`src/rtl/alu_pkg.sv`:
```
`default_nettype none
// ============================================================================
// alu_pkg
// ----------------------------------------------------------------------------
// Shared definitions for the ALU operation sequencer: ALU control codes,
// MIPS opcode/funct encodings, FSM state encodings, branch-type and
// immediate-extension enumerations.
// Ports: none (package).
// Revision: 1.0 - initial release
// ============================================================================
package alu_pkg;

  // ALU control codes understood by the external alu_32
  localparam logic [3:0] ALU_AND = 4'b0000;
  localparam logic [3:0] ALU_OR  = 4'b0001;
  localparam logic [3:0] ALU_ADD = 4'b0010;
  localparam logic [3:0] ALU_SUB = 4'b0110;
  localparam logic [3:0] ALU_SLT = 4'b0111;
  localparam logic [3:0] ALU_NOR = 4'b1100;

  // Instruction opcodes [31:26]
  localparam logic [5:0] OP_RTYPE = 6'b000000;
  localparam logic [5:0] OP_BEQ   = 6'b000100;
  localparam logic [5:0] OP_BNE   = 6'b000101;
  localparam logic [5:0] OP_ADDI  = 6'b001000;
  localparam logic [5:0] OP_SLTI  = 6'b001010;
  localparam logic [5:0] OP_ANDI  = 6'b001100;
  localparam logic [5:0] OP_ORI   = 6'b001101;
  localparam logic [5:0] OP_LW    = 6'b100011;
  localparam logic [5:0] OP_SW    = 6'b101011;

  // R-type funct codes [5:0]
  localparam logic [5:0] FN_ADD = 6'b100000;
  localparam logic [5:0] FN_SUB = 6'b100010;
  localparam logic [5:0] FN_AND = 6'b100100;
  localparam logic [5:0] FN_OR  = 6'b100101;
  localparam logic [5:0] FN_NOR = 6'b100111;
  localparam logic [5:0] FN_SLT = 6'b101010;

  // Sequencer FSM state encoding
  typedef logic [1:0] state_t;
  localparam state_t ST_IDLE = 2'd0;
  localparam state_t ST_EXEC = 2'd1;
  localparam state_t ST_RESP = 2'd2;

  typedef enum logic [1:0] {
    BR_NONE = 2'd0,
    BR_BEQ  = 2'd1,
    BR_BNE  = 2'd2
  } branch_e;

  typedef enum logic [1:0] {
    EXT_SIGN = 2'd0,
    EXT_ZERO = 2'd1,
    EXT_NONE = 2'd2
  } ext_e;

endpackage : alu_pkg
`default_nettype wire

```
`src/rtl/alu_op_decoder.sv`:
```
`default_nettype none
// ============================================================================
// alu_op_decoder
// ----------------------------------------------------------------------------
// Purely combinational opcode/funct decoder producing the ALU control code,
// operand-1 source, immediate extension, branch type and illegal flag.
// Ports:
//   opcode_i      [5:0]  instruction opcode
//   funct_i       [5:0]  funct field, meaningful for R-type only
//   alu_control_o [3:0]  ALU operation select
//   op1_imm_o            1: operand 1 is the extended immediate, 0: rt
//   ext_o                immediate extension type
//   branch_o             branch type (none / beq / bne)
//   illegal_o            unsupported opcode or funct
// Revision: 1.0 - initial release
// ============================================================================
module alu_op_decoder
  import alu_pkg::*;
(
  input  logic [5:0] opcode_i,
  input  logic [5:0] funct_i,
  output logic [3:0] alu_control_o,
  output logic       op1_imm_o,
  output ext_e       ext_o,
  output branch_e    branch_o,
  output logic       illegal_o
);

  always_comb begin
    alu_control_o = ALU_AND;
    op1_imm_o     = 1'b0;
    ext_o         = EXT_NONE;
    branch_o      = BR_NONE;
    illegal_o     = 1'b0;
    case (opcode_i)
      OP_RTYPE: begin
        case (funct_i)
          FN_ADD:  alu_control_o = ALU_ADD;
          FN_SUB:  alu_control_o = ALU_SUB;
          FN_AND:  alu_control_o = ALU_AND;
          FN_OR:   alu_control_o = ALU_OR;
          FN_NOR:  alu_control_o = ALU_NOR;
          FN_SLT:  alu_control_o = ALU_SLT;
          default: illegal_o     = 1'b1;
        endcase
      end
      OP_ADDI, OP_LW, OP_SW: begin
        alu_control_o = ALU_ADD;
        op1_imm_o     = 1'b1;
        ext_o         = EXT_SIGN;
      end
      OP_SLTI: begin
        alu_control_o = ALU_SLT;
        op1_imm_o     = 1'b1;
        ext_o         = EXT_SIGN;
      end
      OP_ANDI: begin
        alu_control_o = ALU_AND;
        op1_imm_o     = 1'b1;
        ext_o         = EXT_ZERO;
      end
      OP_ORI: begin
        alu_control_o = ALU_OR;
        op1_imm_o     = 1'b1;
        ext_o         = EXT_ZERO;
      end
      OP_BEQ: begin
        alu_control_o = ALU_SUB;
        branch_o      = BR_BEQ;
      end
      OP_BNE: begin
        alu_control_o = ALU_SUB;
        branch_o      = BR_BNE;
      end
      default: illegal_o = 1'b1;
    endcase
  end

endmodule : alu_op_decoder
`default_nettype wire

```
`src/rtl/alu_op_sequencer.sv`:
```
`default_nettype none
// ============================================================================
// alu_op_sequencer
// ----------------------------------------------------------------------------
// Initiator side of the ALU interface for the multi-cycle MIPS datapath.
// Accepts a decoded instruction, drives an external combinational ALU for a
// single EXEC cycle, captures its result/zero flag and returns a response.
// Ports:
//   clock, reset                    clock, asynchronous active-high reset
//   req_valid / req_ready           request handshake
//   req_opcode, req_funct           instruction fields for decode
//   req_rs_data, req_rt_data        register operands
//   req_imm                         16-bit immediate
//   resp_valid / resp_ready         response handshake
//   resp_result                     captured ALU result (0 when illegal)
//   resp_branch_taken               beq/bne decision
//   resp_illegal                    unsupported opcode/funct
//   alu_data_in_0/1, alu_control    drive to external ALU
//   alu_result, alu_zero            returned from external ALU
// Revision: 1.0 - initial release
// ============================================================================
module alu_op_sequencer
  import alu_pkg::*;
#(
  parameter int         DATA_WIDTH       = 32,
  parameter logic [3:0] IDLE_ALU_CONTROL = 4'b0000
) (
  input  logic                  clock,
  input  logic                  reset,
  input  logic                  req_valid,
  output logic                  req_ready,
  input  logic [5:0]            req_opcode,
  input  logic [5:0]            req_funct,
  input  logic [DATA_WIDTH-1:0] req_rs_data,
  input  logic [DATA_WIDTH-1:0] req_rt_data,
  input  logic [15:0]           req_imm,
  output logic                  resp_valid,
  input  logic                  resp_ready,
  output logic [DATA_WIDTH-1:0] resp_result,
  output logic                  resp_branch_taken,
  output logic                  resp_illegal,
  output logic [DATA_WIDTH-1:0] alu_data_in_0,
  output logic [DATA_WIDTH-1:0] alu_data_in_1,
  output logic [3:0]            alu_control,
  input  logic [DATA_WIDTH-1:0] alu_result,
  input  logic                  alu_zero
);

  logic [3:0] dec_ctrl;
  logic       dec_op1_imm;
  ext_e       dec_ext;
  branch_e    dec_branch;
  logic       dec_illegal;

  alu_op_decoder u_decoder (
    .opcode_i      (req_opcode),
    .funct_i       (req_funct),
    .alu_control_o (dec_ctrl),
    .op1_imm_o     (dec_op1_imm),
    .ext_o         (dec_ext),
    .branch_o      (dec_branch),
    .illegal_o     (dec_illegal)
  );

  state_t                state_q,   state_d;
  logic [3:0]            ctrl_q,    ctrl_d;
  logic [DATA_WIDTH-1:0] op0_q,     op0_d;
  logic [DATA_WIDTH-1:0] op1_q,     op1_d;
  branch_e               branch_q,  branch_d;
  logic [DATA_WIDTH-1:0] result_q,  result_d;
  logic                  taken_q,   taken_d;
  logic                  illegal_q, illegal_d;

  logic [DATA_WIDTH-1:0] imm_ext;

  always_comb begin
    if (dec_ext == EXT_SIGN) begin
      imm_ext = {{(DATA_WIDTH-16){req_imm[15]}}, req_imm};
    end else begin
      imm_ext = {{(DATA_WIDTH-16){1'b0}}, req_imm};
    end
  end

  always_comb begin
    state_d   = state_q;
    ctrl_d    = ctrl_q;
    op0_d     = op0_q;
    op1_d     = op1_q;
    branch_d  = branch_q;
    result_d  = result_q;
    taken_d   = taken_q;
    illegal_d = illegal_q;
    case (state_q)
      ST_IDLE: begin
        if (req_valid) begin
          ctrl_d    = dec_ctrl;
          op0_d     = req_rs_data;
          op1_d     = dec_op1_imm ? imm_ext : req_rt_data;
          branch_d  = dec_branch;
          // Clearing result/taken here makes an illegal response report zeros
          result_d  = '0;
          taken_d   = 1'b0;
          illegal_d = dec_illegal;
          // Illegal requests never touch the ALU
          state_d   = dec_illegal ? ST_RESP : ST_EXEC;
        end
      end
      ST_EXEC: begin
        result_d = alu_result;
        case (branch_q)
          BR_BEQ:  taken_d = alu_zero;
          BR_BNE:  taken_d = ~alu_zero;
          default: taken_d = 1'b0;
        endcase
        state_d = ST_RESP;
      end
      ST_RESP: begin
        if (resp_ready) begin
          state_d = ST_IDLE;
        end
      end
      default: state_d = ST_IDLE;
    endcase
  end

  always_ff @(posedge clock or posedge reset) begin
    if (reset) begin
      state_q   <= ST_IDLE;
      ctrl_q    <= IDLE_ALU_CONTROL;
      op0_q     <= '0;
      op1_q     <= '0;
      branch_q  <= BR_NONE;
      result_q  <= '0;
      taken_q   <= 1'b0;
      illegal_q <= 1'b0;
    end else begin
      state_q   <= state_d;
      ctrl_q    <= ctrl_d;
      op0_q     <= op0_d;
      op1_q     <= op1_d;
      branch_q  <= branch_d;
      result_q  <= result_d;
      taken_q   <= taken_d;
      illegal_q <= illegal_d;
    end
  end

  logic in_exec;
  assign in_exec = (state_q == ST_EXEC);

  assign req_ready         = (state_q == ST_IDLE);
  assign resp_valid        = (state_q == ST_RESP);
  assign resp_result       = result_q;
  assign resp_branch_taken = taken_q;
  assign resp_illegal      = illegal_q;

  // ALU is only exposed to latched operands during EXEC; quiet otherwise
  assign alu_control   = in_exec ? ctrl_q : IDLE_ALU_CONTROL;
  assign alu_data_in_0 = in_exec ? op0_q  : '0;
  assign alu_data_in_1 = in_exec ? op1_q  : '0;

endmodule : alu_op_sequencer
`default_nettype wire
```
`config.mk`:
```
export PLATFORM = sky130hd
export DESIGN_NAME = alu_op_sequencer
export DESIGN_NICKNAME = d
export VERILOG_FILES = /design/src/rtl/alu_pkg.sv /design/src/rtl/alu_op_decoder.sv /design/src/rtl/alu_op_sequencer.sv
export SDC_FILE = /design/constraint.sdc
export NUM_CORES = 1
export LEC_CHECK = 0
export ABC_AREA = 0
export ABC_CLOCK_PERIOD_IN_PS = 3500
export BUFFER_PORTS_ARGS = -buffer_cell sky130_fd_sc_hd__buf_2
export CELL_PAD_IN_SITES_DETAIL_PLACEMENT = 1
export CELL_PAD_IN_SITES_GLOBAL_PLACEMENT = 1
export CORE_ASPECT_RATIO = 0.7
export CORE_MARGIN = 2
export CORE_UTILIZATION = 31
export DETAILED_ROUTE_END_ITERATION = 8
export PLACE_DENSITY = 0.79
export SETUP_SLACK_MARGIN = 0.4
export SKIP_LAST_GASP = 1
export SLEW_MARGIN = 10
export SYNTH_ARGS = -nofsm -noshare
export SYNTH_HDL_FRONTEND = slang
export SYNTH_SLANG_ARGS = --single-unit
```
`constraint.sdc`:
```
create_clock -name clock -period 3.5 [get_ports clock]
set_clock_uncertainty 0.2 [all_clocks]
set_input_delay 0.35 -clock clock [delete_from_list [all_inputs] [get_ports clock]]
set_output_delay 0.35 -clock clock [all_outputs]
set_load 0.01 [all_outputs]
```
==> flow_metrics.py <==
metrics = {
    "sta": {
        "rsz0062_at_grt": "false",
        "timing.hold.ws_ns": -0.0291,
        "max_freq_mhz": 386,
        "finalSetupViolCount": 0,
        "relSlewSlack_pct": 40.2,
        "min_period_ns": 2.59,
        "fin_tns_setup_ns": 0,
        "drv_slew": 0,
        "worstMarginPinSlew_ns": 0.897,
        "min_period_over_period_pct": 73.9,
        "hold_viol_final": 19,
    },
    "global_routing": {
        "grt_pass1_wl_um": 26300,
        "grt-ovfl-total": 0,
        "grt_max_degree": 107,
        "antenna_found_initial": 1,
        "grt_pass1_vias": 4899,
        "grt_use_total_pct": 19.2,
    },
    "cts": {
        "root_buffer": "clkbuf_16",
        "ctsHoldBuffers": 28,
        "cts_inserted_buffers": 9,
        "clkLatencyLatePin_ns": 0.34,
        "cts_tree": "yes",
        "clock-sinks": 106,
        "path_clk_slew_ns": 0.08,
        "cts_setup_buffers": 0,
        "clk_path_buf_depth": 2,
        "htree_levels": 3,
        "ctsResizeCount": 0,
    },
    "synth": {
        "ys_async_sr_fraction_pct": 100,
        "syn_area_per_cell_um2": 9.46,
        "ys_types": 46,
        "synth_cells": 530,
        "yosys-top-cells-count": "106 x dfrtp_1, 104 x nand2_1, 68 x and2_1",
        "synth_nets": 659,
        "syn_area_um2": 5010,
        "yosys_warnings": 0,
        "synth.most_common_cell": "dfrtp_1",
        "synth_top_area_share_pct": 52.9,
        "synth_flop_cell": "dfrtp_1",
        "synth-edff-count": 0,
        "synth_seq_cells": 106,
        "synth_top_area_cell": "dfrtp_1",
        "yosysSeqAreaShare_pct": 52.9,
        "yosys-top-cells-area": "dfrtp_1 53%, and2_1 8.5%, nand2_1 7.8%",
    },
    "drt": {
        "vias": 4731,
        "drt_iter0_drc": 271,
        "drtAntennaViolNets": 0,
        "first_pass_iters": 4,
        "routed_wl_um": 16500,
        "routedWlPerCell_um": 17.0,
        "vias_per_cell": 4.87,
        "drc_errors": 0,
    },
    "outcome": {
        "violations": "hold timing",
        "status": "finished with violations",
    },
    "pwr": {
        "ir_drop_mv": 0.254,
        "power_leakage_uw": 0.00363,
        "power_density_nw_per_um2": 479,
    },
    "finish": {
        "multi_input_area_um2": 2150,
        "final_nets": 895,
        "area_growth_pct": 37.7,
        "num-fill-cells": 1889,
        "regArea_um2": 2650,
        "drive_gt1_share_pct": 35.5,
    },
    "min_path": {
        "min_path_type": "primary input to async pin",
    },
    "setup_path": {
        "slowest_delay_ns": 0.64,
        "critPathArrivalTime_ns": 2.04,
        "cpMaxStageDelayCell": "nor2b_4",
        "cp-end-kind": "output port",
        "startpoint_type": "flip-flop",
        "critPathRequiredTime_ns": 2.95,
        "crit_type": "flip-flop to output port",
        "critPathMaxFanout": 40,
        "crit_path_cell_trace": "nor2b_4 > buf_12 > and2_1 > buf_2",
    },
    "flow_run": {
        "timing.max_cap.violations": 0,
    },
    "floorplanning": {
        "die_w_um": 156,
        "design.die.area_um2": 17200,
        "start_util_pct": 32.1,
        "rows": 38,
        "coreArea_um2": 15600,
        "boundaryPins": 233,
        "die_h_um": 110,
    },
    "placement": {
        "place_hpwl_um": 11200,
        "place_congestion": 0.778,
        "port_buffers": 232,
    },
}
-- critical path, delay by kind of cell (launching register included) --
family                 cells  cell delay, ns
and+or+nand+nor            2            0.80
DFF                        1            0.47
buffers and inverters      2            0.42
-- metal layers --
layer  GRT usage (%)  vias to the layer above  wire length, um
met4            3.85                        0              142
met3            4.43                        9             1020
li1                -                     2261                -
met2            32.6                      154             8000
met5               0                        -                0
met1            25.1                     2307             7380
-- worst paths after layout --
check                          startpoint                to  slack, ns  cells after the start
setup / recovery               state_q[0]  alu_data_in_0[8]       0.91                      4
hold / removal                      reset   resp_result[27]      -0.03                      3
setup reg to reg               state_q[0]         op1_q[31]       1.36                      4
hold reg to reg                 op0_q[22]         op0_q[22]       0.28                      2
max in group asynchronous           reset         ctrl_q[1]       2.67                      3
min in group clock         req_rs_data[7]          op0_q[7]       0.01                      3
-- power breakdown --
| group | total (uW) | internal (uW) | switching, uW |
|---|---|---|---|
| Sequential | 1600 | 1470 | 132 |
| Combinational | 687 | 288 | 400 |
| Clock | 1020 | 519 | 497 |
| Total | 3310 | 2280 | 1030 |
-- registers in the layout, summed over array words and instances (netlist names) --
register,flops
op0_q,32
resp_illegal,1
resp_result,32
branch_q,2
resp_branch_taken,1
ctrl_q,4
op1_q,32
state_q,2
-- cells in the final DEF (no fill, tap or decap), drive strengths merged, types with 9 or more instances in the layout --
master and count:
nand2 104, dfrtp 106, a31oi 19, a22o 34
a21oi 34, inv 9, clkbuf 10, and2 69
nor2 42, o21ai 39, buf 238, dlygate4sd3 28
-- final cells by class --
class	count	share of cell area [%]
inverters	7	0.435
repair buffers	266	22.1
diodes	1	0.0363
well taps	200	3.63
flip-flops and latches	106	38.4
multi-input cells	376	31.1
clock inverters	6	0.834
clock buffers	10	3.46
-- stage by stage --
| step | total power, uW | util, % | worst slack, ns | cell area (um2) | std cells |
|---|---|---|---|---|---|
| floorplan | 2020 | - | 1.68 | 5020 | 530 |
| global placement | 2270 | 40.4 | 1.29 | 6320 | 927 |
| detailed placement | 2300 | 40.4 | 1.26 | 6320 | 927 |
| CTS | 3360 | 44.1 | 0.886 | 6900 | 971 |
| global route | 3520 | 44.1 | 0.726 | 6900 | 971 |
| finish | 3310 | 44.1 | 0.912 | 6900 | 972 |
-- cells by family after synthesis --
kind of cell	count (synthesis)	synth area share, %
compound gates	138	19.0
mux	3	0.699
simple gates	235	22.7
flops	106	52.9
buf+inv	48	4.72
Note: power is estimated with default switching activity, not from simulation.
